`config.mk`:
```
export PLATFORM = sky130hd
export DESIGN_NAME = mod_add_pipe
export DESIGN_NICKNAME = d
export VERILOG_FILES = /design/src/rtl/mod_add_pipe.sv
export SDC_FILE = /design/constraint.sdc
export NUM_CORES = 1
export LEC_CHECK = 0
export CAP_MARGIN = 20
export CORE_MARGIN = 2
export CORE_UTILIZATION = 58
export DETAILED_ROUTE_END_ITERATION = 10
export GPL_ROUTABILITY_DRIVEN = 0
export PLACE_DENSITY = 0.87
export SYNTH_ARGS = -nofsm -noshare
export SYNTH_HDL_FRONTEND = slang
export SYNTH_SLANG_ARGS = --single-unit
```
`constraint.sdc`:
```
create_clock -name clk_i -period 9.2 [get_ports clk_i]
set_clock_uncertainty 0.1 [all_clocks]
set_input_delay 2.3 -clock clk_i [delete_from_list [all_inputs] [get_ports clk_i]]
set_output_delay 2.3 -clock clk_i [all_outputs]
set_load 0.005 [all_outputs]
```
`src/rtl/mod_add_pipe.sv`:
```
// Two-stage pipelined modular adder c = (a + b) mod q with valid/ready flow control,
// a block-end tag carried per element, and a count of results handed off.
module mod_add_pipe #(
    parameter int W     = 23,
    parameter int CNT_W = 9
) (
    input  logic             clk_i,
    input  logic             rst_i,
    input  logic [W-1:0]     a_i,
    input  logic [W-1:0]     b_i,
    input  logic [W-1:0]     q_i,
    input  logic             last_i,
    input  logic             valid_i,
    output logic             ready_o,
    output logic [W-1:0]     c_o,
    output logic             last_o,
    output logic             valid_o,
    input  logic             ready_i,
    output logic [CNT_W-1:0] cnt_o
);

    logic           s1_valid;
    logic [W:0]     s1_sum;
    logic [W-1:0]   s1_q;
    logic           s1_last;
    logic           s2_valid;
    logic           adv1;
    logic           adv2;
    logic           sum_ge_q;
    logic [W-1:0]   diff;
    logic [W-1:0]   c_next;

    // A stage may load when it is empty or its contents move on this edge.
    assign adv2    = !s2_valid || ready_i;
    assign adv1    = !s1_valid || adv2;
    assign ready_o = adv1;
    assign valid_o = s2_valid;

    always_ff @(posedge clk_i or posedge rst_i) begin
        if (rst_i) begin
            s1_valid <= 1'b0;
            s1_sum   <= '0;
            s1_q     <= '0;
            s1_last  <= 1'b0;
        end else if (adv1) begin
            s1_valid <= valid_i;
            if (valid_i) begin
                s1_sum  <= {1'b0, a_i} + {1'b0, b_i};
                s1_q    <= q_i;
                s1_last <= last_i;
            end
        end
    end

    // Low W bits of the full-width difference equal the W-bit difference.
    always_comb begin
        sum_ge_q = (s1_sum >= {1'b0, s1_q});
        diff     = s1_sum[W-1:0] - s1_q;
        c_next   = sum_ge_q ? diff : s1_sum[W-1:0];
    end

    always_ff @(posedge clk_i or posedge rst_i) begin
        if (rst_i) begin
            s2_valid <= 1'b0;
            c_o      <= '0;
            last_o   <= 1'b0;
        end else if (adv2) begin
            s2_valid <= s1_valid;
            if (s1_valid) begin
                c_o    <= c_next;
                last_o <= s1_last;
            end
        end
    end

    always_ff @(posedge clk_i or posedge rst_i) begin
        if (rst_i) begin
            cnt_o <= '0;
        end else if (s2_valid && ready_i) begin
            cnt_o <= last_o ? '0 : cnt_o + CNT_W'(1);
        end
    end

endmodule

```
-- After elaboration in Yosys (flattened, before gate mapping)
Index checks and enable logic that the tools add are counted.
- register bits: 83
- latch bits: 0
- RAM bits: 0
- ROM bits: 0
- word-level logic and storage cells: 21
- memories kept: 0
- $add $sub $neg: 3
- $mul: 0
- divide/modulo/power cells: 0
- magnitude comparators: 1
- equality and inequality tests: 0
- shift operators: 0
- mux-type cells: 2
- bitwise gates (word level): 0
- reduce and logical (&&, ||, !) cells: 7
- operators by type and width (kind ; number):
    adder 23 x 23 -> 24 bit ; 1
    greater-or-equal comparator 24 x 23 -> 1 bit ; 1
    two-way mux 23 bit ; 1
    subtractor 23 bit ; 1
    adder 9 x 1 -> 9 bit, second input constant ; 1
    two-way mux 9 bit ; 1
    AND reduction 2 bit ; 2
    zero test 1 bit ; 2
    logical OR 1 bit ; 2
    logical AND 1 bit ; 1

-- Logic depth before layout (Yosys ltp)
Gate-level depths: netlist of run 1.
- depth after elaboration: 4
- depth in mapped cells: 12
- depth with buffers taken out: 11

-- Least setup slack after synthesis of run 1
No wires, ideal clock.
- path type: input to output
- from: input port ready_i
- to: output port ready_o
- arrival time: 2.495 ns
- data required time: 6.800 ns
- slack: 4.305 ns
- cell stages on the path: 1
- buffers on the path: 0
- cell sequence: nand3b_1
- word-level cells in the longest chain between the ends: 2
- ends and longest elaborated chain (element ; RTL line ; text):
    from (decl) ; 18 ; input logic ready_i,
    logical OR 1 bit ; 34 ; assign adv2 = !s2_valid || ready_i;
    logical OR 1 bit ; 35 ; assign adv1 = !s1_valid || adv2;
    to (decl) ; 14 ; output logic ready_o,
No other way between the ends.

-- Final worst setup path of run 1
Ends and elaborated chain as after synthesis.

==> metrics.md, run 1 <==
| Metric | Value |
|---|---|
| Status | finished, final reports clean |
| Diodes inserted | 0 |
| Synth area leaders | dfrtp_1 35%, ha_1 10%, mux2_2 5.2% |
| Die Y | about 100 um |
| Final hold viol count | 0 |
| Htree depth | 3 |
| I/O Buffers | 108 |
| Global route overflow | 0 |
| Final net count | approximately 890 |
| Slowest cell on crit path | clkdlybuf4s50_1 |
| Post-CTS sizing | 0 |
| Vias | roughly 5,400 |
| Worst setup path startpoint | ready_i |
| RSZ-0062 raised after global routing | false |
| Hold WC Path Type | flip-flop to flip-flop |
| Yosys cell types | 62 |
| Fmax | between 150 and 200 MHz |
| Synth Area per Inst | roughly 9 sq um |
| Leak | between 0.003 and 0.004 uW |
| R2R Path End | c_o[17] |
| First-pass GRT wire length | around 24 mm |
| Vias in the first global route | just over 5,000 |
| Worst-path clk slew | about 0.070 ns |
| Worst r2r path cells | 9 |
| Initial antenna violation count | 0 |
| Die W | 104.6 um |
| Hold buffer count at CTS | 0 |
| Total setup buffers inserted after CTS | 0 |
| Hpwl dp | about 11 mm |
| Worst skew pair latency | 0.37 ns |
| Total CTS buffers | 9 |
| Post-Syn Area | approximately 6000 sq um |
| Worst hold slack | 0.3742 ns |
| Core Area | around 9800 sq um |
| WL met2 | between 6 and 7 mm |
| Post-synthesis sequential area ratio | a little over a third |
| Final Util | between 70% and 80% |
| Layout cells sized above 1 | 8.203% |
| Max Transition Viols Final | 0 |
| Setup crit end | ready_o |
| FF-to-FF Start | s1_sum[2] |
| Synth Flop Type | dfrtp_1 |
| Via density | between 5 and 6 |
| Arrival time at the worst endpoint | 3.62 ns |
| Fin crit share | 65.41% |
| Synthesized Nets | 787 |
| Post-Synthesis Cells | 664 |
| Met3 WL | approximately 850 um |
| Starting DRT DRC Count | roughly 390 |
| Post-synth EDFFs | 0 |
| Io pins | between 100 and 150 |
| Overall global routing resource usage | about 27% |
| Critical-path cell list | clkdlybuf4s50_1 -> nand3b_1 -> clkdlybuf4s50_1 |
| Routed WL per cell | about 16 um |
| Crit path max fanout | 5 |
| Most common cell on crit path | clkdlybuf4s50_1 |
| Largest net degree at the start of global routing | 84 |
| Initial Util | 60.01% |
| Pre-Repair DR Iteration Count | 4 |
| Setup violators final | 0 |
| Critical Path RT | 6.80 ns |
| Slew HR | a little under 40% |
| Peak VDD IR | between 90 and 100 uV |
| Area leader, netlist | dfrtp_1 |
| FF-to-FF setup slack | roughly 6 ns |
| CTS tree | done |
| Pwr Density | approximately 220 nW/um^2 |
| Max Cap Viol | 0 |
| Clock root cell | clkbuf_8 |
| Area grow syn2layout | 24.72% |
| Startpoint types | primary input |
| Setup tns final | 0 ns |
| Final Routed Wirelength | 14.19 mm |
| Slew of the pin with the lowest slew margin | just over 0.9 ns |
| Crit Path Category | primary input to primary output |
| Crit path time final | between 6 and 7 ns |
| Die ar. | 10,930 sq um |
| Row cnt | 36 |
| Synth cell count leaders | 83 x dfrtp_1, 76 x nand2_1, 55 x nor2_1 |
| Yosys warning count | 0 |
| Post-synthesis async set-or-reset flop share | 100.0% |
| Num Clock Sinks | slightly above 80 |
| CP endpoint kind | primary output |
| Met1 WL | ~6.2 mm |
| DRC | 0 |
| Post-synth top area share | between 30% and 40% |
| Max layer used | met4 |
| Crit-path max cell delay | around 0.55 ns |
| Seq cells post-synth | 83 |
| Clock Tree Buf Depth | 2 |
| Antenna Nets Post-Route | 0 |
| Most frequent cell after synthesis | dfrtp_1 |
-- layout make-up --
class | instances | area (sq um)
Multi-Input combinational cell | 521 | 3551
Fill cell | 707 | 2459
Sequential cell | 83 | 2077
Timing Repair Buffer | 112 | 1144
Tap cell | 133 | 166.4
Clock buffer | 11 | 141.4
Inverter | 36 | 136.4
Clock inverter | 5 | 100.1
-- how the worst min path moves through the flow --
stage,from,to,slack (ns),cells past startpoint
final,c_o[1],c_o[1],0.37,2
after global routing,c_o[1],c_o[1],0.41,2
after CTS,c_o[1],c_o[1],0.38,2
after detailed placement,c_o[1],c_o[1],0.37,2
after global placement,s1_last,last_o,0.34,2
after floorplan,s1_last,last_o,0.33,2
-- logic make-up (layout without fill, tap and decap cells) --
| group | Yosys count | after routing | share of synthesized area [%] |
|---|---|---|---|
| DFF | 83 | 83 | 35.41 |
| buffers and inverters | 60 | 164 | 4.095 |
| AOI/OAI and AO/OA | 196 | 196 | 22.18 |
| xor gates and xnor gates | 30 | 30 | 4.480 |
| muxes | 35 | 35 | 6.549 |
| and+or+nand+nor | 211 | 211 | 16.57 |
| adders and majority gates | 49 | 49 | 10.71 |
-- worst max-delay path, delay by kind of cell --
kind          cells  cell delay [ns]
buf+inv           2             1.09
simple gates      1             0.23
-- layer usage --
layer	vias up	GRT usage, %
met1	2525	35.07
met2	213	44.86
met3	27	5.240
met4	0	9.749
li1	2588	-
met5	-	0
-- flip-flops by register name (all words and copies together), names as in the netlist --
register  cells
last_o        1
s1_sum       24
cnt_o         9
s1_valid      1
s1_last       1
c_o          23
s1_q         23
valid_o       1
-- metrics by stage --
stage | cell area [sq um] | instances | setup WS (ns) | total power [uW]
after floorplan | 5866 | 664 | 4.305 | 1043
final | 7316 | 901 | 3.183 | 1636
after detailed placement | 7027 | 883 | 3.210 | 1311
after global routing | 7316 | 901 | 3.130 | 1751
after global placement | 7027 | 883 | 3.231 | 1275
after CTS | 7268 | 899 | 3.198 | 1629
-- power by group --
| part | switching [uW] | total [uW] | internal (uW) |
|---|---|---|---|
| combinational | 407 | 789 | 382 |
| clock | 127 | 313 | 187 |
| sequential | 74.8 | 534 | 459 |
-- layout by cell type, fill, tap and decap left out, types with 3 or more instances in the layout --
master | synthesis | final
clkdlybuf4s50_1 | 0 | 108
dfrtp_1 | 83 | 83
nand2_1 | 76 | 75
nor2_1 | 55 | 55
a21oi_1 | 50 | 50
ha_1 | 47 | 47
o21ai_0 | 40 | 40
inv_1 | 36 | 35
mux2_2 | 27 | 27
o21ai_1 | 20 | 20
nand3_1 | 17 | 17
a21o_1 | 16 | 16
xnor2_1 | 15 | 15
xor2_1 | 15 | 15
nor3_1 | 15 | 15
o21a_1 | 11 | 11
nand4_1 | 10 | 10
clkbuf_8 | 0 | 10
a211oi_1 | 8 | 8
nor2b_1 | 8 | 8
mux2i_1 | 8 | 8
nand2b_1 | 6 | 6
nand3b_1 | 5 | 5
o311ai_1 | 5 | 5
o31ai_1 | 4 | 4
o21bai_1 | 4 | 4
a31oi_1 | 4 | 4
and2_1 | 4 | 4
or3_1 | 4 | 4
o211ai_1 | 4 | 4
a21boi_0 | 3 | 3
o31a_1 | 3 | 3
clkinv_2 | 0 | 3
o22ai_1 | 3 | 3
bufinv_16 | 0 | 3
Note: power is estimated with default switching activity, not from simulation.
==> run 2: changes to the inputs <==
--- a/config.mk
+++ b/config.mk
@@ -7,10 +7,10 @@
 export LEC_CHECK = 0
 export CAP_MARGIN = 20
 export CORE_MARGIN = 2
-export CORE_UTILIZATION = 58
+export CORE_UTILIZATION = 53
 export DETAILED_ROUTE_END_ITERATION = 10
 export GPL_ROUTABILITY_DRIVEN = 0
-export PLACE_DENSITY = 0.87
+export PLACE_DENSITY = 0.81
 export SYNTH_ARGS = -nofsm -noshare
 export SYNTH_HDL_FRONTEND = slang
 export SYNTH_SLANG_ARGS = --single-unit
==> constraint.sdc (replaced) <==
create_clock -name clk_i -period 5.7 [get_ports clk_i]
set_clock_uncertainty 0.1 [all_clocks]
set_input_delay 1.425 -clock clk_i [delete_from_list [all_inputs] [get_ports clk_i]]
set_output_delay 1.425 -clock clk_i [all_outputs]
set_load 0.005 [all_outputs]
==> run 2 against run 1 <==
Net effect: first-iteration DRC count stayed put; utilization decreased by 7.8 points; worst hold slack better by 0.011 ns; combinational power up 61%; non-clock buffer count unchanged; setup slack worse by 1.7 ns; final cell count increased by 0.78%.
==> metrics.md, run 2 (synthesis gave the netlist of run 1 again) <==
| Metric | Value |
|---|---|
| Crit path time final | ~4.2 ns |
| I/O Buffers | 108 (unchanged) |
| Final hold viol count | 0 (unchanged) |
| Hold buffer count at CTS | 0 (unchanged) |
| Max Cap Viol | 0 (unchanged) |
| Final Routed Wirelength | 13.74 mm (-3.2%) |
| Global route overflow | 0 (unchanged) |
| Critical Path RT | 4.18 ns (-2.62 ns) |
| Commonest non-fill, non-tap cell in the layout | clkdlybuf4s50_1 |
| Critical-path cell list | clkdlybuf4s50_1 -> nand3b_1 -> clkdlybuf4s50_1 |
| Max Transition Viols Final | 0 (unchanged) |
| Initial antenna violation count | 0 (unchanged) |
| Worst r2r path cells | 9 (unchanged) |
| CTS tree | done |
| Io pins | 109 (unchanged) |
| Total CTS buffers | 9 (unchanged) |
| Vias | 5,285 (-1.3%) |
| Worst-path clk slew | 0.08 ns (about the same) |
| Row cnt | 38 (+5.6%) |
| Htree depth | 3 (unchanged) |
| Max reg flops | 24 (unchanged) |
| Final net count | 886 (unchanged) |
| Area grow syn2layout | 23.87% |
| Slowest cell on crit path | clkdlybuf4s50_1 |
| Routed WL per cell | 15.13 um (-3.9%) |
| Worst skew pair latency | 0.37 ns (about the same) |
| First-pass GRT wire length | 23.35 mm (-2.8%) |
| Final instance count without filler cells | 908 (+0.78%) |
| GR peak layer | met2 |
| Die Y | 109.2 um (+4.4%) |
| R2R Path End | c_o[21] |
| Vias in the first global route | 5,094 (-1.9%) |
| Starting DRT DRC Count | 386 (unchanged) |
| Met2 Resource Use GR | 41.70% (-3.2 points) |
| Clock root cell | clkbuf_8 |
| Fmax | 235.6 MHz |
| Pre-Repair DR Iteration Count | 5 (+1) |
| Placed Cells | 891 (+0.91%) |
| Most common cell on crit path | clkdlybuf4s50_1 |
| Buf+Inv Stages, Crit Path | 2 (unchanged) |
| Hpwl dp | 10.79 mm (-0.46%) |
| Crit-path max cell delay | 0.54 ns (about the same) |
| Initial Util | 54.11% (-5.9 points) |
| Largest net degree at the start of global routing | 54 (-36%) |
| Hold Startpoint | c_o[0] |
| Slew of the pin with the lowest slew margin | 0.9708 ns (+0.06115 ns) |
| Fin crit share | 74.48% |
| Overall global routing resource usage | 24.78% (-2.2 points) |
| RSZ-0062 raised after global routing | false |
| Met1 GRT Util | 32.94% (-2.1 points) |
| Crit-path leading delay family | buffers and inverters |
| Register area | 2077 sq um (unchanged) |
| Worst hold stages | 2 (unchanged) |
| Multi-input gate area | 3551 sq um (unchanged) |
| WHS Endpoint | c_o[0] |
| Layout cells sized above 1 | 8.073% (-0.13 points) |
| DRC | 0 (unchanged) |
| Arrival time at the worst endpoint | 2.72 ns (-0.90 ns) |
| Num Clock Sinks | 83 (unchanged) |
| Leak | 0.003164 uW (-1.1%) |
| Clock Tree Buf Depth | 2 (unchanged) |
| Via density | 5.820 (-2.0%) |
| Final Worst Setup Slack | 1.455 ns (-1.728 ns) |
| Status | finished, final reports clean |
| Filler Cell Count | 899 (+27%) |
| Peak VDD IR | 188.6 uV (+110%) |
| Die W | 109.2 um (+4.4%) |
| Core Area | 10,840 sq um (+11%) |
| Crit Path Category | primary input to primary output |
| Slew HR | 35.05% (-4.1 points) |
| Setup violators final | 0 (unchanged) |
| FF-to-FF Start | s1_sum[2] |
| Diodes inserted | 0 (unchanged) |
| Die ar. | 11,920 sq um (+9.1%) |
| Setup tns final | 0 ns (unchanged) |
| Pwr Density | 351.2 nW/um^2 (+57%) |
| CP endpoint kind | primary output |
| Top Registers | s1_sum (24), c_o (23), s1_q (23) |
| Most frequent cells in the layout | 108 x clkdlybuf4s50_1, 83 x dfrtp_1, 75 x nand2_1 |
| Hold WC Path Type | flip-flop to flip-flop |
| Antenna Nets Post-Route | 0 (unchanged) |
| Register with the most flip-flops | s1_sum |
| Post-CTS sizing | 0 (unchanged) |
| Crit path max fanout | 5 (unchanged) |
| Startpoint types | primary input |
| Place WS | 1.375 ns (-1.835 ns) |
| FF-to-FF setup slack | 2.49 ns (-3.44 ns) |
| Met3 usage | 3.527% (-1.7 points) |
| Total setup buffers inserted after CTS | 0 (unchanged) |
==> run 2: routing by layer <==
metal	up-vias	part of all wire (%)
met1	2463	45
met4	0	1.8
met5	-	0
li1	2604	-
met3	18	7.2
met2	200	46
==> run 2: how the worst max path moves through the flow <==
stage / depth (start not counted) / start / end / slack (ns)
5_1_grt: 3 / ready_i / ready_o / 1.38
6_report: 3 / ready_i / ready_o / 1.45
4_1_cts: 3 / ready_i / ready_o / 1.44
3_3_place_gp: 11 / a_i[0] / s1_sum[22] / 1.44
2_1_floorplan: 1 / rst_i / c_o[0] / 2.04
3_5_place_dp: 11 / a_i[0] / s1_sum[22] / 1.37
==> run 2: worst register-to-register path, stage by stage (launching register included) <==
cell and delay (ns):
dfrtp_1 0.43, ha_1 0.37, nor2b_1 0.19, o31a_1 0.30
o31ai_4 0.31, a2111oi_4 0.15, o21ai_4 0.74, nor2_1 0.16
inv_1 0.21, o211ai_1 0.13
==> run 2: area by class of cell <==
type	instances	area share [%]
multi-input combinational	521	48.87
clock buffer	12	1.998
clock inverter	4	0.6888
timing repair buffer	112	15.57
inverter	36	1.877
sequential	83	28.59
tap	140	2.411
==> run 2: where the power goes <==
group / total [uW] / switching (uW) / internal [uW]
sequential: 864 / 124 / 741
combinational: 1270 / 653 / 616
clock: 418 / 204 / 214
==> run 2: per-stage QoR <==
step                utilization, %  total power (uW)  hold slack, ns  instance area, sq um
CTS                          66.77              2545          0.3942                  7238
global route                 67.02              2752          0.4145                  7266
detailed placement           64.97              2122          0.3773                  7043
floorplan                        -              1683          0.3331                  5866
finish                       67.02              2552          0.3849                  7266
global placement             64.97              2069          0.3439                  7043
==> run 3: changes to the inputs <==
==> constraint.sdc (replaced) <==
create_clock -name clk_i -period 4.18 [get_ports clk_i]
set_clock_uncertainty 0.1 [all_clocks]
set_input_delay 1.045 -clock clk_i [delete_from_list [all_inputs] [get_ports clk_i]]
set_output_delay 1.045 -clock clk_i [all_outputs]
set_load 0.005 [all_outputs]
==> run 3 against run 2 <==
Net effect: utilization is 0.35 points higher; total power rose by 38%; design area up 0.52%; first-iteration DRC count up 1.6%; critical endpoint is now s1_sum[22].
==> metrics.md, run 3 (synthesis gave the netlist of run 1 again) <==
| Metric | Value |
|---|---|
| Layout cells sized above 1 | 8.453% (+0.38 points) |
| Sequential share of power | 33.6% (-0.3 points) |
| Worst hold stages | 2 (unchanged) |
| Starting DRT DRC Count | 392 (+1.6%) |
| Dpl cell area | 7063 sq um (+0.28%) |
| Startpoint types | primary input |
| Global route overflow | 0 (unchanged) |
| Setup violators final | 0 (unchanged) |
| Vias | 5,304 (+0.36%) |
| Die Y | 109.2 um (unchanged) |
| Crit Path Category | primary input to flip-flop |
| Hold WC Path Type | flip-flop to flip-flop |
| Slew HR | 60.98% (+26 points) |
| Worst skew pair latency | 0.36 ns (about the same) |
| First-pass GRT wire length | 22.74 mm (-2.6%) |
| CP endpoint kind | flip-flop |
| Diodes inserted | 0 (unchanged) |
| Max Cap Viol | 0 (unchanged) |
| Die W | 109.2 um (unchanged) |
| Via density | 5.835 (+0.25%) |
| Pwr Density | 480.9 nW/um^2 (+37%) |
| Max reg flops | 24 (unchanged) |
| Final hold viol count | 0 (unchanged) |
| Total setup buffers inserted after CTS | 0 (unchanged) |
| Max Transition Viols Final | 0 (unchanged) |
| Power share of the clock group | 17.1% (+0.7 points) |
| Critical-path cell list | clkdlybuf4s50_1 -> ha_1 -> fa_1 -> a211oi_1 -> nor2_1 -> o21bai_1 -> a31o_2 -> or3_4 -> a311oi_2 -> mux2i_1 -> o311ai_1 |
| Internal power | 2163 uW (+38%) |
| Htree depth | 3 (unchanged) |
| Fmax | 281.9 MHz |
| Final Routed Wirelength | 13.79 mm (+0.41%) |
| Slowest cell on crit path | clkdlybuf4s50_1 |
| Crit path max fanout | 4 (-1) |
| Hpwl dp | 10.64 mm (-1.4%) |
| Slew of the pin with the lowest slew margin | 0.5853 ns (-0.3855 ns) |
| Setup tns final | 0 ns (unchanged) |
| Post-route cell area | 7303 sq um (+0.52%) |
| Sw Share | 38.40% (-0.055 points) |
| Initial Util | 54.11% (unchanged) |
| Io pins | 109 (unchanged) |
| Fin crit share | a little over four fifths |
| Worst-path clk slew | 0.08 ns (about the same) |
| Most frequent cells in the layout | 108 x clkdlybuf4s50_1, 83 x dfrtp_1, 75 x nand2_1 |
| Initial antenna violation count | 0 (unchanged) |
| I/O Buffers | 108 (unchanged) |
| Row cnt | 38 (unchanged) |
| Largest net degree at the start of global routing | 84 (+56%) |
| Total CTS buffers | 9 (unchanged) |
| Register with the most flip-flops | s1_sum |
| Arrival time at the worst endpoint | 3.68 ns (+0.96 ns) |
| Top Registers | s1_sum (24), c_o (23), s1_q (23) |
| Overall global routing resource usage | 24.00% (-0.79 points) |
| Critical Path RT | 4.31 ns (+0.13 ns) |
| DRC | 0 (unchanged) |
| Pre-Repair DR Iteration Count | 5 (unchanged) |
| Hold buffer count at CTS | 0 (unchanged) |
| Antenna Nets Post-Route | 0 (unchanged) |
| Leak | 0.003179 uW (+0.47%) |
| Vias in the first global route | 4,948 (-2.9%) |
| Final net count | 887 (+0.11%) |
| Die ar. | 11,920 sq um (unchanged) |
| Clock Tree Buf Depth | 2 (unchanged) |
| Commonest non-fill, non-tap cell in the layout | clkdlybuf4s50_1 |
| Worst r2r path cells | 10 (+1) |
| Core Area | 10,840 sq um (unchanged) |
| Num Clock Sinks | 83 (unchanged) |
| NetSw | 1349 uW (+37%) |
| Post-layout total power | 3512 uW (+38%) |
| Crit-path max cell delay | 0.47 ns (-0.07 ns) |
| Area grow syn2layout | 24.51% |
| Routed WL per cell | 15.17 um (+0.30%) |
| Status | finished, final reports clean |
| Final Util | 67.37% (+0.35 points) |
| Crit path time final | roughly 3.5 ns |
| Clock root cell | clkbuf_8 |
| CTS tree | done |
| Post-CTS sizing | 0 (unchanged) |
| RSZ-0062 raised after global routing | false |
| Combinational power share | 49.4% (-0.3 points) |
| Peak VDD IR | 285.3 uV (+51%) |
## run 3: worst max-delay path, delay by kind of cell
family,cells,cell delay [ns]
AOI/OAI and AO/OA,5,0.87
and+or+nand+nor,2,0.63
buffers and inverters,1,0.47
adders and majority gates,2,0.46
muxes,1,0.21
## run 3: area by class of cell
cell class	instances	area, sq um
timing repair buffer	113	1151
fill	871	3537
tap	140	175.2
sequential	83	2077
clock inverter	5	61.31
inverter	36	136.4
multi-input combinational	521	3551
clock buffer	11	151.4
## run 3: worst paths after layout
path / startpoint / end / slack [ns]
worst max-delay path: a_i[0] / s1_sum[22] / 0.63
max in group asynchronous: rst_i / s1_sum[18] / 2.42
worst max register to register: s1_sum[2] / c_o[1] / 1.00
worst min register to register: s1_last / last_o / 0.38
min in group asynchronous: rst_i / c_o[0] / 0.97
worst min-delay path: s1_last / last_o / 0.38
## run 3: metrics by stage
stage	hold slack, ns	std cells	worst slack [ns]
2_1_floorplan	0.3331	664	0.8982
3_3_place_gp	0.3418	892	0.3354
3_5_place_dp	0.3595	892	0.2415
4_1_cts	0.3871	908	0.6273
5_1_grt	0.4052	909	0.3769
6_report	0.3821	909	0.6331
## run 3: power by group through the flow
stage	Sequential, uW	Clock [uW]	Combinational [uW]
3_5_place_dp	1190	0	1710
5_1_grt	1200	646	1920
3_3_place_gp	1180	0	1650
2_1_floorplan	1150	0	1150
4_1_cts	1180	612	1720
6_report	1180	600	1730
## run 3: per-layer routing
metal  track usage (%)  vias to the layer above  wire length, um
li1                  -                     2591                -
met1             33.22                     2491             6241
met2             38.46                      203             6430
met3             2.690                       19              861
met4             9.675                        0              261
met5                 0                        -                0
